===== src/rtl/uart_pkg.sv =====
// rtl/uart_pkg.sv - shared constants and state encoding for the UART transmit scheduler
//
// Contents:
//   UART_DATA_W      width of one UART data byte
//   BIT_CNT_MAX_DEF  default clk cycles per UART bit
//   state_t          transmitter FSM state encoding (S_IDLE .. S_GAP)
package uart_pkg;

    localparam int UART_DATA_W     = 8;
    localparam int BIT_CNT_MAX_DEF = 100000;

    typedef enum logic [2:0] {
        S_IDLE   = 3'd0,
        S_START  = 3'd1,
        S_DATA   = 3'd2,
        S_PARITY = 3'd3,
        S_STOP   = 3'd4,
        S_GAP    = 3'd5
    } state_t;

endpackage


===== src/rtl/rr_arbiter.sv =====
// rtl/rr_arbiter.sv - combinational round-robin arbiter searching from a pointer
//
// Ports:
//   i_req    requester vector
//   i_ptr    index of the highest-priority requester
//   i_en     arbitration enable; with it low no grant is issued
//   o_grant  one-hot grant (combinational)
//   o_idx    encoded index of the granted requester (combinational)
module rr_arbiter #(
    parameter int NUM_REQ = 2,
    parameter int IW      = (NUM_REQ > 1) ? $clog2(NUM_REQ) : 1
) (
    input  logic [NUM_REQ-1:0] i_req,
    input  logic [IW-1:0]      i_ptr,
    input  logic               i_en,
    output logic [NUM_REQ-1:0] o_grant,
    output logic [IW-1:0]      o_idx
);

    logic w_found;

    // Walk the requesters cyclically starting at the pointer; the first hit wins.
    always_comb begin
        o_grant = '0;
        o_idx   = '0;
        w_found = 1'b0;
        for (int k = 0; k < NUM_REQ; k++) begin
            if (i_en && !w_found && i_req[IW'((int'(i_ptr) + k) % NUM_REQ)]) begin
                w_found = 1'b1;
                o_grant[IW'((int'(i_ptr) + k) % NUM_REQ)] = 1'b1;
                o_idx = IW'((int'(i_ptr) + k) % NUM_REQ);
            end
        end
    end

endmodule


===== src/rtl/uart_tx_sched.sv =====
// rtl/uart_tx_sched.sv - round-robin shared UART transmitter (start/8 data/stop + idle gap bits)
//
// Optional feature macro: UART_TX_SCHED_PARITY_EN adds an even-parity bit between data and stop.
//
// Ports:
//   clk        system clock
//   rst        asynchronous reset, active-low
//   req_valid  per-requester byte available
//   req_data   byte of requester i at [8*i+7:8*i]
//   req_ready  one-hot, one-cycle accept pulse (combinational, IDLE only)
//   dout       registered UART serial line, idle high
//   busy       high from the cycle after accept until return to IDLE
//   grant_id   index of the requester whose frame is in flight
module uart_tx_sched
    import uart_pkg::*;
#(
    parameter int NUM_REQ     = 2,
    parameter int BIT_CNT_MAX = BIT_CNT_MAX_DEF,
    parameter int GAP_BITS    = 1,
    localparam int IW         = (NUM_REQ > 1) ? $clog2(NUM_REQ) : 1,
    localparam int CW         = $clog2(BIT_CNT_MAX)
) (
    input  logic                           clk,
    input  logic                           rst,
    input  logic [NUM_REQ-1:0]             req_valid,
    input  logic [UART_DATA_W*NUM_REQ-1:0] req_data,
    output logic [NUM_REQ-1:0]             req_ready,
    output logic                           dout,
    output logic                           busy,
    output logic [IW-1:0]                  grant_id
);

    state_t                 r_state;
    logic [CW-1:0]          r_cnt;
    logic [2:0]             r_bit_idx;
    logic [3:0]             r_gap_cnt;
    logic [UART_DATA_W-1:0] r_shift;
    logic [IW-1:0]          r_ptr;
    logic [IW-1:0]          r_grant_id;
    logic                   r_dout;
    logic                   r_busy;
`ifdef UART_TX_SCHED_PARITY_EN
    logic                   r_parity;
`endif

    logic [NUM_REQ-1:0]     w_grant;
    logic [IW-1:0]          w_idx;
    logic                   w_any;
    logic                   w_bit_end;
    logic [UART_DATA_W-1:0] w_sel_byte;
    logic [IW-1:0]          w_ptr_next;

    rr_arbiter #(
        .NUM_REQ (NUM_REQ),
        .IW      (IW)
    ) u_arb (
        .i_req   (req_valid),
        .i_ptr   (r_ptr),
        .i_en    (r_state == S_IDLE),
        .o_grant (w_grant),
        .o_idx   (w_idx)
    );

    assign w_any      = |w_grant;
    assign w_bit_end  = (r_cnt == CW'(BIT_CNT_MAX - 1));
    // With NUM_REQ=1 w_idx is always 0, so the pointer stays 0.
    assign w_ptr_next = (w_idx == IW'(NUM_REQ - 1)) ? '0 : w_idx + 1'b1;

    always_comb begin
        w_sel_byte = '0;
        for (int i = 0; i < NUM_REQ; i++) begin
            if (w_grant[i]) begin
                w_sel_byte = req_data[UART_DATA_W*i +: UART_DATA_W];
            end
        end
    end

    always_ff @(posedge clk or negedge rst) begin
        if (!rst) begin
            r_state    <= S_IDLE;
            r_cnt      <= '0;
            r_bit_idx  <= '0;
            r_gap_cnt  <= '0;
            r_shift    <= '0;
            r_ptr      <= '0;
            r_grant_id <= '0;
            r_dout     <= 1'b1;
            r_busy     <= 1'b0;
`ifdef UART_TX_SCHED_PARITY_EN
            r_parity   <= 1'b0;
`endif
        end else begin
            // Bit timer is held at 0 in IDLE so START begins a full bit period.
            r_cnt <= (r_state == S_IDLE || w_bit_end) ? '0 : r_cnt + 1'b1;
            case (r_state)
                S_IDLE: begin
                    if (w_any) begin
                        r_shift    <= w_sel_byte;
                        r_grant_id <= w_idx;
                        r_ptr      <= w_ptr_next;
                        r_state    <= S_START;
                        r_dout     <= 1'b0;
                        r_busy     <= 1'b1;
`ifdef UART_TX_SCHED_PARITY_EN
                        r_parity   <= ^w_sel_byte;
`endif
                    end
                end
                S_START: begin
                    if (w_bit_end) begin
                        r_state   <= S_DATA;
                        r_bit_idx <= '0;
                        r_dout    <= r_shift[0];
                    end
                end
                S_DATA: begin
                    if (w_bit_end) begin
                        r_shift <= r_shift >> 1;
                        if (r_bit_idx == 3'd7) begin
`ifdef UART_TX_SCHED_PARITY_EN
                            r_state <= S_PARITY;
                            r_dout  <= r_parity;
`else
                            r_state <= S_STOP;
                            r_dout  <= 1'b1;
`endif
                        end else begin
                            r_bit_idx <= r_bit_idx + 3'd1;
                            // Next bit is shift[1] because the shift lands on this same edge.
                            r_dout    <= r_shift[1];
                        end
                    end
                end
`ifdef UART_TX_SCHED_PARITY_EN
                S_PARITY: begin
                    if (w_bit_end) begin
                        r_state <= S_STOP;
                        r_dout  <= 1'b1;
                    end
                end
`endif
                S_STOP: begin
                    if (w_bit_end) begin
                        if (GAP_BITS == 0) begin
                            r_state <= S_IDLE;
                            r_busy  <= 1'b0;
                        end else begin
                            r_state   <= S_GAP;
                            r_gap_cnt <= '0;
                        end
                    end
                end
                S_GAP: begin
                    if (w_bit_end) begin
                        if (r_gap_cnt == 4'(GAP_BITS - 1)) begin
                            r_state <= S_IDLE;
                            r_busy  <= 1'b0;
                        end else begin
                            r_gap_cnt <= r_gap_cnt + 4'd1;
                        end
                    end
                end
                default: begin
                    r_state <= S_IDLE;
                    r_dout  <= 1'b1;
                    r_busy  <= 1'b0;
                end
            endcase
        end
    end

    assign req_ready = w_grant;
    assign dout      = r_dout;
    assign busy      = r_busy;
    assign grant_id  = r_grant_id;

endmodule


===== config.mk =====
export PLATFORM = sky130hd
export DESIGN_NAME = uart_tx_sched
export DESIGN_NICKNAME = d
export VERILOG_FILES = /design/src/rtl/uart_pkg.sv /design/src/rtl/rr_arbiter.sv /design/src/rtl/uart_tx_sched.sv
export SDC_FILE = /design/constraint.sdc
export NUM_CORES = 1
export LEC_CHECK = 0
export CELL_PAD_IN_SITES_DETAIL_PLACEMENT = 2
export CELL_PAD_IN_SITES_GLOBAL_PLACEMENT = 2
export CORE_ASPECT_RATIO = 2
export CORE_MARGIN = 1.5
export CORE_UTILIZATION = 30
export DETAILED_ROUTE_END_ITERATION = 8
export PLACE_DENSITY = 0.7
export SYNTH_ARGS = -nofsm -noshare
export SYNTH_HDL_FRONTEND = slang
export SYNTH_HIERARCHICAL = 1
export SYNTH_SLANG_ARGS = --single-unit

===== constraint.sdc =====
create_clock -name clk -period 2.85 [get_ports clk]
set_clock_uncertainty 0.2 [all_clocks]
set_input_delay 0.4275 -clock clk [delete_from_list [all_inputs] [get_ports clk]]
set_output_delay 0.4275 -clock clk [all_outputs]
set_load 0.05 [all_outputs]

==> results of run 1 <==
[area by class of cell]
| cell class | instances | area [sq um] | share of cell area (%) |
|---|---|---|---|
| multi-input cells | 171 | 1160 | 42.8 |
| flip-flops and latches | 39 | 977 | 36.0 |
| repair buffers | 31 | 293 | 10.8 |
| clock inverters | 3 | 20.0 | 0.738 |
| well taps | 92 | 115 | 4.24 |
| clock buffers | 5 | 125 | 4.61 |
| inverters | 6 | 22.5 | 0.830 |
[critical path: stages, from the launching register on]
cell and delay, ns:
dfrtp_1 0.37, or3_1 0.46, inv_1 0.11, and3b_1 0.33
buf_12 0.18
[power breakdown]
part	internal [W]	switching (W)
clock network	0.000323	0.000246
registers	0.000622	0.0000755
logic	0.0000901	0.0000965
[layer usage]
metal | GRT usage, % | up-vias | routed length (um)
met3 | 3.16 | 8 | 177
met2 | 33.5 | 27 | 3620
met5 | 0 | - | 0
met1 | 17.3 | 967 | 2180
met4 | 6.91 | 0 | 111
li1 | - | 885 | -
[flip-flops by register name, summed over array words and instances (netlist names)]
| name | flops |
|---|---|
| r_state | 3 |
| r_cnt | 17 |
| r_gap_cnt | 4 |
| busy | 1 |
| r_bit_idx | 3 |
| r_ptr | 1 |
| grant_id | 1 |
| dout | 1 |
| r_shift | 8 |
[through the flow]
step | instance area [sq um] | std cells
final | 2710 | 347
after global routing | 2710 | 347
after CTS | 2710 | 347
after detailed placement | 2570 | 339
after global placement | 2570 | 339
after floorplan | 2220 | 230
[kinds of logic (layout without fill, tap and decap cells)]
| kind of cell | count (synthesis) | count (layout) |
|---|---|---|
| xor gates and xnor gates | 14 | 14 |
| adders and majority gates | 5 | 5 |
| and+or+nand+nor | 92 | 92 |
| DFF | 39 | 39 |
| muxes | 9 | 9 |
| other | 1 | 1 |
| buffers and inverters | 20 | 45 |
| AOI/OAI and AO/OA | 50 | 50 |
[Yosys cell counts (3+ instances only)]
master / number / area [sq um]
nand4_1: 4 / 25.0
o31ai_1: 4 / 30.0
a21oi_1: 6 / 30.0
xor2_1: 8 / 70.1
a22o_1: 4 / 35.0
clkbuf_1: 7 / 26.3
and4_1: 4 / 35.0
buf_2: 6 / 30.0
nand3_1: 15 / 75.1
o21ai_0: 15 / 75.1
dfrtp_1: 38 / 951
xnor2_1: 6 / 52.6
ha_1: 5 / 62.6
nand2_1: 16 / 60.1
or3_1: 6 / 37.5
mux2_2: 9 / 101
nor4_1: 3 / 18.8
nor2_1: 21 / 78.8
o211ai_1: 3 / 22.5
inv_1: 6 / 22.5
nor3_1: 3 / 15.0
a22oi_1: 7 / 52.6
[path summary, 6_finish.rpt]
| kind | start | endpoint | slack, ns | cells past startpoint |
|---|---|---|---|---|
| min in group clk | r_cnt[0] | r_cnt[0] | 0.30 | 1 |
| max | r_state[2] | req_ready[0] | 0.48 | 4 |
| max in group asynchronous | rst | r_cnt[15] | 1.79 | 1 |
| min reg2reg | r_cnt[0] | r_cnt[0] | 0.30 | 1 |
| min | rst | r_ptr | 0.06 | 1 |
| max reg2reg | r_cnt[0] | r_shift[2] | 0.49 | 5 |
==> impl_results.md, run 1 <==
* Outcome: completed
* Initial Util at 30.8%
* Unrepaired setup endpoints after global routing: false
* Synth Area in XOR/XNOR at 5.51%
* Power, Total at between 0.001 and 0.0015 W
* Relative slew slack at between 30% and 40%
* Count of final max-slew check failures at 0
* All-Layer GR Usage at about 17%
* Largest net degree at the start of global routing at 40
* Reg clk slew, reported paths at around 0.060 ns
* Maxcap violations at 0
* Total vias in the final route at ~1900
* Hold Path Class: input port to async pin
* GRT overflow at 0
* Root Buffer: clkbuf_16
* Nature of the critical path startpoint: flip-flop
* Final #Nets at between 200 and 300
* Synth Instances at 230
* Most frequent cells in the layout: 38 x dfrtp_1, 21 x nor2_1, 20 x clkdlybuf4s50_1
* Routed len/inst at ~18 um
* DRC viols at 0
* Critical path type: flip-flop to output port
* Total CTS buffers at 5
* ANT cells at 0
* Sum of negative setup slack at 0 ns
* Drt total wl at 6090 um
* Critical path data arrival time at between 1.5 and 2 ns
* Pwr Density at 536 nW/um^2
* Min Tclk post-route at between 2 and 2.5 ns
* CTS tree: yes
* Synth Flop Type: dfrtp_1
* Fmax at between 400 and 500 MHz
* Mux contribution to synthesized area at 4.56%
* Fin crit share at 83.3%
* Die W at approximately 64 um
* # fillers at about 800
* First-pass GRT wire length at 10700 um
* Max clock buf depth at 2
* CTS Hold Buffers Added at 0
* Cts repair resizes at 0
* Syn_nets at around 260
* Drt pass-1 iters at 4
* # H-tree levels at 2
* I/O pin count at 25
* Final setup viols at 0
* CP Max Fanout at 7
* GP Congestion at 0.741
* Min setup slack post-route at ~0.48 ns
* Worst Path Required at approximately 2.2 ns
* CP Capture Type: output port
* Antenna violations before repair at 0
* Static Leak at between 1 and 1.5 nW
* Post-synthesis cell area at roughly 2200 sq um
* Post-synth EDFFs at 0
* Post-layout util at 37.6%
* Syn Area/Cell at approximately 9.7 sq um
* Num rows at between 40 and 50
* Largest family of logic cells by synthesized area: simple AND/OR/NAND/NOR gates
* Adder-Cell Fraction of Synth Area at 2.81%
* Hold Vio Cnt, Final at 0
* Place WS at 0.452 ns
* Seq/Total Area, Yosys at 44.0%
* IO buf count at 22
* Vias per cell at 5.44
* Distinct cells, synth at between 40 and 50
* Hpwl dp at 4620 um
* Layout area overhead at 22.0%
* CTS sink cnt at 39
* Die H at roughly 120 um
* Post-Synth Simple-Gate Area at roughly 23%
* Final ANT Viol Nets at 0
* Clock Latency Late Sink at 0.29 ns
* Slew @ Worst Pin at a little over 0.9 ns
* Hold WS at between 0.06 and 0.07 ns
* Layout cells sized above 1 at between 10% and 20%
* Die ar. at between 7000 and 8000 sq um
* Async set or reset register ratio after synthesis at 100%
* Initial DRC count at 29
* Commonest non-fill, non-tap cell in the layout: dfrtp_1
* FF+latch count, synth at 39
* Core ar. at just over 7000 sq um
* Synth Warn # at 6
* # Post-CTS Setup Buffers at 0
* VDD IR max at between 0.0002 and 0.0003 V
* Complex-gate fraction of the synthesized area at 16.0%
* Vias in the first global route at approximately 2100
(Power assumes the default switching activity.)
==> run 2, diff against run 1 <==
==> constraint.sdc (replaced) <==
create_clock -name clk -period 2.2 [get_ports clk]
set_clock_uncertainty 0.2 [all_clocks]
set_input_delay 0.33 -clock clk [delete_from_list [all_inputs] [get_ports clk]]
set_output_delay 0.33 -clock clk [all_outputs]
set_load 0.05 [all_outputs]
==> run 2 against run 1 <==
- sequential power up 27%
- via count up 5.2%
- wire length increased by 15%
- sequential cell count unchanged
- the flow now finishes with violations (setup timing)
- final area rose by 9.9%
- combinational power up 71%
- first-iteration DRC count grew to 3.4 times the previous value
- critical endpoint is now dout
==> impl_results.md, run 2 (synthesis results as in run 1) <==
* Final setup viols at 1
* Static Leak at about 1.2 nW
* Max reg flops at 17
* Max clock buf depth at 2
* I/O pin count at 25
* ANT cells at 0
* Root Buffer: clkbuf_16
* Initial Util at between 30% and 40%
* Pwr Density at between 600 and 700 nW/um^2
* Fin crit share at 102%
* Area of the multi-input gates at roughly 1200 sq um
* Final instance area at between 2000 and 3000 sq um
* CP Capture Type: flip-flop
* Hold Path Class: flip-flop to flip-flop
* CTS tree: yes
* Slowest-stage cell, CP: a2111oi_1
* Die W at approximately 64 um
* Layout area overhead at 34.1%
* Final #Nets at approximately 300
* Outcome: finished, violations left
* Max incr delay on CP at around 0.52 ns
* Routed len/inst at about 19 um
* Fmax at roughly 450 MHz
* Sum of negative setup slack at -0.0341 ns
* Initial DRC count at a little under 100
* Layout cells sized above 1 at a little over a quarter
* Die ar. at between 7000 and 8000 sq um
* Largest regs: r_cnt x17, r_shift x8, r_gap_cnt x4
* Maxcap violations at 0
* Top Family by Delay on Critical Path: simple AND/OR/NAND/NOR gates
* Hpwl dp at roughly 5000 um
* Die H at approximately 120 um
* Register with the most flip-flops: r_cnt
* Core ar. at 7210 sq um
* Total vias in the final route at about 2000
* Most frequent cells in the layout: 37 x dfrtp_1, 29 x buf_4, 19 x nor2_1, 19 x clkdlybuf4s50_1, 16 x nand2_1
* DRC viols at 0
* GP Congestion at between 0.7 and 0.8
* Relative slew slack at a little under two thirds
* Hold Vio Cnt, Final at 0
* Area after DPL at about 2700 sq um
* Reg clk slew, reported paths at roughly 0.060 ns
* IO buf count at 22
* Largest net degree at the start of global routing at 40
* CP Max Fanout at 5
* Drt total wl at 7010 um
* Critical path type: flip-flop to flip-flop
* Vias per cell at ~5.4
* # fillers at between 700 and 800
* Min setup slack post-route at -0.0341 ns
* Antenna violations before repair at 0
* Total CTS buffers at 5
* All-Layer GR Usage at between 10% and 20%
* Critical path data arrival time at approximately 2.2 ns
* Failing checks: setup timing
* Commonest non-fill, non-tap cell in the layout: dfrtp_1
* Nature of the critical path startpoint: flip-flop
* Worst Path Required at 2.19 ns
* Non-Filler Instances at roughly 370
* VDD IR max at about 0.00040 V
* Drt pass-1 iters at 4
* # H-tree levels at 2
* Hold WS at about 0.3 ns
* Vias in the first global route at 2294
* Clock Latency Late Sink at ~0.28 ns
* First-pass GRT wire length at 11600 um
* Buffers and inverters on the worst path at 1
* Num rows at 44
* GRT overflow at 0
* Count of final max-slew check failures at 0
* Cells after DPL at about 360
* Min Tclk post-route at 2.23 ns
* CTS sink cnt at 39
* FF/Latch Area at ~980 sq um
* Reg2Reg Setup Slack at -0.03 ns
* Final ANT Viol Nets at 0
* Slew @ Worst Pin at about 0.54 ns
* Worst-path cell chain: ha_2, and4_2, and4_1, buf_4, a2111oi_1, nor3_1
run 2: cell types whose count changed in the layout (fill, tap and decap cells not counted), moves of 2 or more:
| cell | previous run | this run |
|---|---|---|
| nor2_1 | 21 | 19 |
| buf_12 | 1 | 3 |
| o21ai_1 | 0 | 2 |
| nor2_2 | 0 | 2 |
| o21ai_0 | 15 | 13 |
| clkinvlp_4 | 2 | 0 |
| buf_4 | 9 | 29 |
run 2: worst paths after layout:
kind,start,depth (start not counted),to
max reg2reg,r_cnt[1],6,dout
min in group asynchronous,rst,3,r_ptr
max in group asynchronous,rst,3,r_cnt[9]
max,r_cnt[1],6,dout
min,r_shift[2],1,r_shift[2]
min reg2reg,r_shift[2],1,r_shift[2]
run 2: metrics by stage:
step / total power, W / util (%) / worst slack [ns]
5_1_grt: 0.00202 / 41.3 / -0.0907
6_report: 0.00193 / 41.3 / -0.0341
3_5_place_dp: 0.00121 / 38.1 / -0.0315
4_1_cts: 0.00195 / 40.3 / 0.000647
2_1_floorplan: 0.00106 / - / -0.00228
3_3_place_gp: 0.00119 / 38.1 / 0.0206
run 2: metal layers:
layer | up-vias | GRT usage, % | routed length, um
li1 | 926 | - | -
met1 | 1008 | 16.8 | 2290
met2 | 37 | 40.6 | 4360
met3 | 14 | 2.44 | 148
met4 | 0 | 5.37 | 212
met5 | - | 0 | 0
run 2: where the power goes:
group / leakage (nW) / total, W / internal [W] / switching, W
Sequential: 0.501 / 0.000888 / 0.000807 / 0.0000812
Combinational: 0.666 / 0.000319 / 0.000158 / 0.000161
Clock: 0.0727 / 0.000718 / 0.000442 / 0.000275
Total: 1.24 / 0.00193 / 0.00141 / 0.000517
run 2: repair_timing:
action	in CTS	in global routing
gates cloned	0	0
endpoints found under the setup margin	7	13
gates resized for setup	3	13
pin swaps	1	3
hold buffers	1	0
buffers inserted	1	2
hold endpoints to repair	38	0
run 2: cell type report:
class | count | area share [%]
clock buffer | 6 | 4.66
inverter | 6 | 0.839
clock inverter | 1 | 0.168
tap | 92 | 3.86
timing repair buffer | 53 | 16.2
sequential | 39 | 32.8
multi-input combinational | 171 | 41.5
==> run 3, diff against run 2 <==
--- a/config.mk
+++ b/config.mk
@@ -11,6 +11,7 @@
 export CORE_MARGIN = 1.5
 export CORE_UTILIZATION = 30
 export DETAILED_ROUTE_END_ITERATION = 8
+export GPL_TIMING_DRIVEN = 0
 export PLACE_DENSITY = 0.7
 export SYNTH_ARGS = -nofsm -noshare
 export SYNTH_HDL_FRONTEND = slang
==> run 3 against run 2 <==
- the run now ends clean
- non-clock buffer count increased by 6
- final area grew 4.3%
- wire length is 3.1% higher
- sequential cell count unchanged
- cell count rose by 1.9%
- via count grew 1.8%
==> impl_results.md, run 3 (synthesis results as in run 1) <==
* Outcome: completed
* Total CTS buffers at 5
* Min setup slack post-route at approximately 0.016 ns
* CP Max Fanout at 5
* Place WS at -0.374 ns
* Die W at ~64 um
* ANT cells at 0
* Antenna violations before repair at 0
* Total vias in the final route at just over 2000
* Hold Path Class: flip-flop to flip-flop
* Fmax at around 460 MHz
* Non-Filler Instances at approximately 380
* Area after DPL at approximately 2600 sq um
* Final ANT Viol Nets at 0
* Most frequent cells in the layout: 33 x dfrtp_1, 23 x buf_4, 20 x clkdlybuf4s50_1
* Buffers and inverters on the worst path at 2
* Largest net degree at the start of global routing at 22
* Reg clk slew, reported paths at around 0.060 ns
* FF/Latch Area at between 900 and 1000 sq um
* Cells after DPL at around 350
* Largest regs: r_cnt x17, r_shift x8, r_gap_cnt x4
* Critical path data arrival time at about 2.2 ns
* Final #Nets at a little over 300
* First-pass GRT wire length at 11500 um
* Hold Vio Cnt, Final at 0
* Hpwl dp at ~5000 um
* Clock Latency Late Sink at 0.29 ns
* Power, Total at 0.00209 W
* Pwr Density at roughly 670 nW/um^2
* Critical Path Most Common Cell: nor2_4
* Core ar. at approximately 7200 sq um
* # H-tree levels at 2
* Vias in the first global route at about 2300
* Static Leak at roughly 1.3 nW
* Final setup viols at 0
* Drt total wl at a little over 7000 um
* Nature of the critical path startpoint: flip-flop
* Layout area overhead at 39.8%
* Drt pass-1 iters at 4
* Worst-path cell chain: or3_4, inv_2, and3b_4, nor2_4, nor2_4, a31oi_4, buf_4, mux2_4
* Initial Util at between 30 and 40%
* Final instance area at between 3000 and 4000 sq um
* Relative slew slack at between 60% and 70%
* Min Tclk post-route at about 2.2 ns
* Critical path type: flip-flop to flip-flop
* All-Layer GR Usage at 18.4%
* GRT overflow at 0
* Area of the multi-input gates at 1290 sq um
* Die ar. at 7970 sq um
* Initial DRC count at 40
* Commonest non-fill, non-tap cell in the layout: dfrtp_1
* Max reg flops at 17
* Max incr delay on CP at approximately 0.43 ns
* CP Capture Type: flip-flop
* Fin crit share at around 99%
* # fillers at slightly below 800
* DRC viols at 0
* Reg2Reg Setup Slack at 0.02 ns
* Slowest-stage cell, CP: or3_4
* Worst Path Required at approximately 2.2 ns
* CTS sink cnt at 39
* Num rows at 44
* IO buf count at 22
* Slew @ Worst Pin at 0.562 ns
* I/O pin count at 25
* CTS tree: yes
* Unrepaired setup endpoints after global routing: true
* Register with the most flip-flops: r_cnt
* Maxcap violations at 0
* GP Congestion at 0.739
* Count of final max-slew check failures at 0
* Vias per cell at 5.39
* VDD IR max at between 0.0004 and 0.0005 V
* Max clock buf depth at 2
* Root Buffer: clkbuf_16
* Top Family by Delay on Critical Path: simple AND/OR/NAND/NOR gates
* Die H at ~120 um
* Routed len/inst at 19.3 um
* Layout cells sized above 1 at between 20% and 30%
==> run 3: cell count changes in the layout (fill, tap and decap cells not counted), sizes merged <==
cell,previous run,this run
buf,33,32
clkbuf,6,12
clkdlybuf4s50,19,20
bufinv,0,1
==> run 3: through the flow <==
| stage | hold WS, ns | setup TNS (ns) | utilization [%] |
|---|---|---|---|
| after CTS | 0.313 | -0.00701 | 40.3 |
| after global routing | 0.335 | -0.326 | 43.1 |
| after detailed placement | 0.147 | -5.13 | 36.1 |
| after global placement | 0.274 | -24.44 | 35.8 |
| after floorplan | -0.166 | -0.00228 | - |
| final | 0.309 | 0 | 43.1 |
==> run 3: power by group <==
group / internal (W) / switching (W) / leakage (nW)
registers: 0.000806 / 0.0000911 / 0.495
logic: 0.000162 / 0.000162 / 0.695
clock network: 0.000564 / 0.000302 / 0.0868
==> run 3: cell type report <==
class	instances	area share [%]
Buffer	12	2.66
Clock buffer	6	4.47
Clock inverter	2	1.13
Inverter	6	0.724
Multi-Input combinational cell	171	41.4
Sequential cell	39	31.6
Tap cell	92	3.70
Timing Repair Buffer	47	14.2
==> run 3: repair_timing <==
| action | 4_1_cts | 5_1_grt |
|---|---|---|
| endpoints found under the setup margin | 31 | 35 |
| pin swaps | 4 | 11 |
| hold buffers | 1 | 0 |
| setup buffers | 11 | 12 |
| endpoints found under the hold margin | 20 | 0 |
| resized for setup | 19 | 34 |
==> run 3: worst paths after layout <==
| path | end | cells after the start | startpoint |
|---|---|---|---|
| min in group asynchronous | r_ptr | 2 | rst |
| worst max-delay path | r_shift[0] | 8 | r_state[2] |
| worst max register to register | r_shift[0] | 8 | r_state[2] |
| worst min register to register | r_shift[3] | 1 | r_shift[3] |
| max in group asynchronous | dout | 3 | rst |
| worst min-delay path | r_shift[3] | 1 | r_shift[3] |
==> run 3: routing by layer <==
metal,global-route usage [%],up-vias,wire length [um]
li1,-,943,-
met1,17.1,1036,2410
met2,37.6,33,4530
met3,2.44,8,167
met4,6.91,0,119
met5,0,-,0
==> RTL change 1 (config.mk and constraints of run 3) <==
`NUM_REQ` is set to 2 in 2 places; all go to 1.
--- a/src/rtl/rr_arbiter.sv
+++ b/src/rtl/rr_arbiter.sv
@@ -7,7 +7,7 @@
 //   o_grant  one-hot grant (combinational)
 //   o_idx    encoded index of the granted requester (combinational)
 module rr_arbiter #(
-    parameter int NUM_REQ = 2,
+    parameter int NUM_REQ = 1,
     parameter int IW      = (NUM_REQ > 1) ? $clog2(NUM_REQ) : 1
 ) (
     input  logic [NUM_REQ-1:0] i_req,
--- a/src/rtl/uart_tx_sched.sv
+++ b/src/rtl/uart_tx_sched.sv
@@ -14,7 +14,7 @@
 module uart_tx_sched
     import uart_pkg::*;
 #(
-    parameter int NUM_REQ     = 2,
+    parameter int NUM_REQ     = 1,
     parameter int BIT_CNT_MAX = BIT_CNT_MAX_DEF,
     parameter int GAP_BITS    = 1,
     localparam int IW         = (NUM_REQ > 1) ? $clog2(NUM_REQ) : 1,
Ports: changed (resized req_data, req_ready and req_valid); port bits go from 25 to 15. The function was not compared with the original's and may differ.
==> RTL change 1 against run 3 <==
The run now ends with negative setup slack left. Sequential cell count down 1. Count of clock-buffer cells in the layout up 1. Area after synthesis down 4.8%. Setup slack worse by 0.15 ns. Hold slack worse by 0.0098 ns. Sequential share of layout area up 1.8 points. Design area down 8.2%. Wire length down 17%. First-iteration DRC count down 45%. Utilization down 1.7 points. Largest cell class unchanged. Highest routed layer unchanged.
Power is not compared: it rests on default switching activity, and its combinational part moved more than twofold at a synthesized area within 25%.
==> RTL change 1: results (changes against run 3) <==
GR Util met1: 15.5% (was 17.1%)
Worst Path Max Fanout: 8 (was 5)
final net count: 256 (was 307)
cell family with most CP delay: compound AO/OA/AOI/OAI gates (was simple AND/OR/NAND/NOR gates)
post_cts resized: 30 (was 19)
worst min path class: in -> async (was reg -> reg)
GRT met2 Usage: 31.9% (was 37.6%)
critical path's slowest cell: dfrtp_1 (was or3_4)
wire length on met1: 2.10 mm (was 2.41 mm)
GRT Resource Usage Total: 16.2% (was 18.4%)
DR iter-0 viols: 22 (was 40)
post-layout util: 41.4% (was 43.1%)
dpl ws: -0.599 ns (was -0.374 ns)
endpoints failing setup: 15 (was 0)
outcome: finished with violations (was completed)
vias per std cell: 5.19 (was 5.39)
Layout non-clock buf frac: 13.2% (was 16.9%)
Setup TNS: -1.44 ns (was 0 ns)
Slew HR: 63.9% (was 62.5%)
routability congestion estimate: 0.719 (was 0.739)
largest net degree at the start of global routing: 25 (was 22)
worst setup margin: -0.136 ns (was 0.0158 ns)
register area: 955 um2 (was 983 um2)
# clk buffers: 7 (was 6)
multi-input gate count: 152 (was 171)
CTS sink count: 38 (was 39)
number of global-route vias before repair: 1,884 (was 2,272)
Detail Placement HPWL: 3.99 mm (was 5.00 mm)
met3 usage in global routing: 2.40% (was 2.44%)
Post-Place Cell Area: 2390 um2 (was 2600 um2)
# Post-CTS Setup Buffers: 7 (was 11)
layout cell share with drive strength beyond 1: 30.7% (was 29.7%)
via count: 1,717 (was 2,020)
I/O Buffers: 14 (was 22)
Worst Reg-to-Reg Cells: 7 (was 8)
CP max stage delay: 0.41 ns (was 0.43 ns)
failing checks: negative setup slack
CP arrival: 2.31 ns (was 2.16 ns)
first-pass GRT wire length: 9.43 mm (was 11.5 mm)
syn_nets: 219 (was 255)
==> RTL change 1: changes by cell type in the layout (fill, tap and decap cells not counted), sizes merged, moves of 3 or more <==
cell,before,now
a22oi,7,1
o21ai,16,11
nand2b,1,7
clkdlybuf4s50,20,12
or2,0,3
nand3,15,8
nor2,21,18
mux2,9,18
buf,32,21
nand2,16,11
==> RTL change 1: final timing paths <==
| check | from | endpoint | slack [ns] |
|---|---|---|---|
| min | rst | r_cnt[2] | 0.30 |
| min in group clk | r_cnt[0] | r_cnt[0] | 0.30 |
| max reg2reg | r_cnt[1] | r_shift[7] | -0.14 |
| max in group asynchronous | rst | dout | 0.96 |
| max | r_cnt[1] | r_shift[7] | -0.14 |
| min reg2reg | r_cnt[0] | r_cnt[0] | 0.30 |
==> RTL change 1: report_power, final <==
group / switching [W] / internal, W / total (W) / leakage, nW
Combinational: 0.0000193 / 0.0000254 / 0.0000447 / 0.695
Sequential: 0 / 0.000699 / 0.000699 / 0.506
Clock: 0.000288 / 0.000450 / 0.000737 / 0.0739
==> RTL change 2 (settings of run 3) <==
Made on the original files. The 6 states of `state_t` get a one-hot encoding in 6 bits.
--- a/src/rtl/uart_pkg.sv
+++ b/src/rtl/uart_pkg.sv
@@ -9,13 +9,13 @@
     localparam int UART_DATA_W     = 8;
     localparam int BIT_CNT_MAX_DEF = 100000;
 
-    typedef enum logic [2:0] {
-        S_IDLE   = 3'd0,
-        S_START  = 3'd1,
-        S_DATA   = 3'd2,
-        S_PARITY = 3'd3,
-        S_STOP   = 3'd4,
-        S_GAP    = 3'd5
+    typedef enum logic [5:0] {
+        S_IDLE   = 6'b000001,
+        S_START  = 6'b000010,
+        S_DATA   = 6'b000100,
+        S_PARITY = 6'b001000,
+        S_STOP   = 6'b010000,
+        S_GAP    = 6'b100000
     } state_t;
 
 endpackage
Check against the original RTL: same outputs for any inputs over 4 cycles, from zero or initial values and one cycle with rst low; so few cycles prove little.
==> RTL change 2 against run 3 <==
Critical endpoint is now r_shift[5]. Sequential cell count rose by 2. Design area barely moved. Largest cell class unchanged. Area after synthesis rose by 6.2%. Critical path type unchanged. Setup slack got worse by 0.087 ns. Wire length fell by 0.24%. Via count rose by 5.4%. First-iteration DRC count rose by 30%. Global-route usage rose by 0.34 points. The flow now finishes with violations (negative setup slack).
Power is not compared: it rests on default switching activity, and its combinational part moved more than twofold at a synthesized area within 25%.
==> RTL change 2: results (changes against run 3) <==
outcome: finished with violations (was completed)
failing checks: negative setup slack
Final Power: 0.00334 W
# clk buffers: 7 (was 6)
wire length per cell: 18.5 um (was 19.3 um)
Pre-antenna DRT Iters: 2 (was 4)
average size of a mapped cell: 9.49 um2 (was 9.67 um2)
first-pass GRT wire length: 12.0 mm (was 11.5 mm)
register area: 1030 um2 (was 983 um2)
worst flop-to-flop path startpoint: r_state[1] (was r_state[2])
Detail Placement HPWL: 5.23 mm (was 5.00 mm)
Multi-input gate area: 1330 um2 (was 1290 um2)
post-synthesis mux area share: 0.477% (was 4.56%)
fin cells: 389 (was 375)
Hold Slack: 0.271 ns (was 0.309 ns)
largest net degree at the start of global routing: 31 (was 22)
synth top area cells: dfrtp_1 41%, nand2_1 4.1%, xnor2_1 3.7% (was dfrtp_1 43%, mux2_2 4.6%, nor2_1 3.5%)
CP arrival: 2.24 ns (was 2.16 ns)
multi-input gate count: 191 (was 171)
Worst Reg-to-Reg Cells: 9 (was 8)
Post-Place Cell Area: 2760 um2 (was 2600 um2)
Logic inverters: 8 (was 6)
number of distinct library cells after synthesis: 54 (was 49)
worst setup margin: -0.0709 ns (was 0.0158 ns)
number of global-route vias before repair: 2,396 (was 2,272)
vias per std cell: 5.48 (was 5.39)
Setup TNS: -0.484 ns (was 0 ns)
endpoints failing setup: 8 (was 0)
final net count: 319 (was 307)
Layout non-clock buf frac: 13.7% (was 16.9%)
synth cell count leaders: 39 x dfrtp_1, 26 x nand2_1, 21 x nor2_1 (was 38 x dfrtp_1, 21 x nor2_1, 16 x nand2_1)
Largest regs: r_cnt: 17 flops, r_shift: 8 flops, r_state: 5 flops (was r_cnt: 17 flops, r_shift: 8 flops, r_gap_cnt: 4 flops)
sequential cells: 41 (was 39)
layout cell share with drive strength beyond 1: 23.4% (was 29.7%)
xor/xnor share of the synthesized area: 5.93% (was 5.51%)
post-layout util: 40.9% (was 43.1%)
Critical R2R Capture: r_shift[5] (was r_shift[0])
# Post-CTS Setup Buffers: 9 (was 11)
Non-clk bufs: 47 (was 59)
clk tree area frac: 5.56% (was 5.59%)
DR iter-0 viols: 52 (was 40)
worst min path class: in -> async (was reg -> reg)
fill count: 839 (was 775)
[RTL change 2: worst max-delay path, stage by stage (launching register included)]
cell and delay, ns:
dfrtp_1 0.39, buf_6 0.14, nor4_4 0.30, nand2_2 0.12, clkinv_4 0.06, and3b_4 0.22
or2_4 0.13, and3_4 0.20, o21ai_4 0.10, o221a_2 0.30
[RTL change 2: worst max path at each step]
stage                           from            to  slack (ns)  depth (start not counted)
final                     r_state[1]    r_shift[5]       -0.07                          9
after global routing      r_state[1]    r_shift[5]       -0.17                          9
after CTS                 r_state[5]    r_shift[5]       -0.11                          9
after detailed placement  r_state[0]  req_ready[0]       -0.73                          5
after global placement    r_state[0]  req_ready[0]       -0.75                          5
after floorplan           r_state[1]    r_shift[1]       -0.21                          9
[RTL change 2: routing by layer]
metal  routed length (um)  GRT usage, %  part of all wire [%]
met1                 2650          18.9                    37
met2                 4210          36.2                    58
met3                  113          2.19                   1.6
met4                  235          8.95                   3.3
met5                    0             0                     0
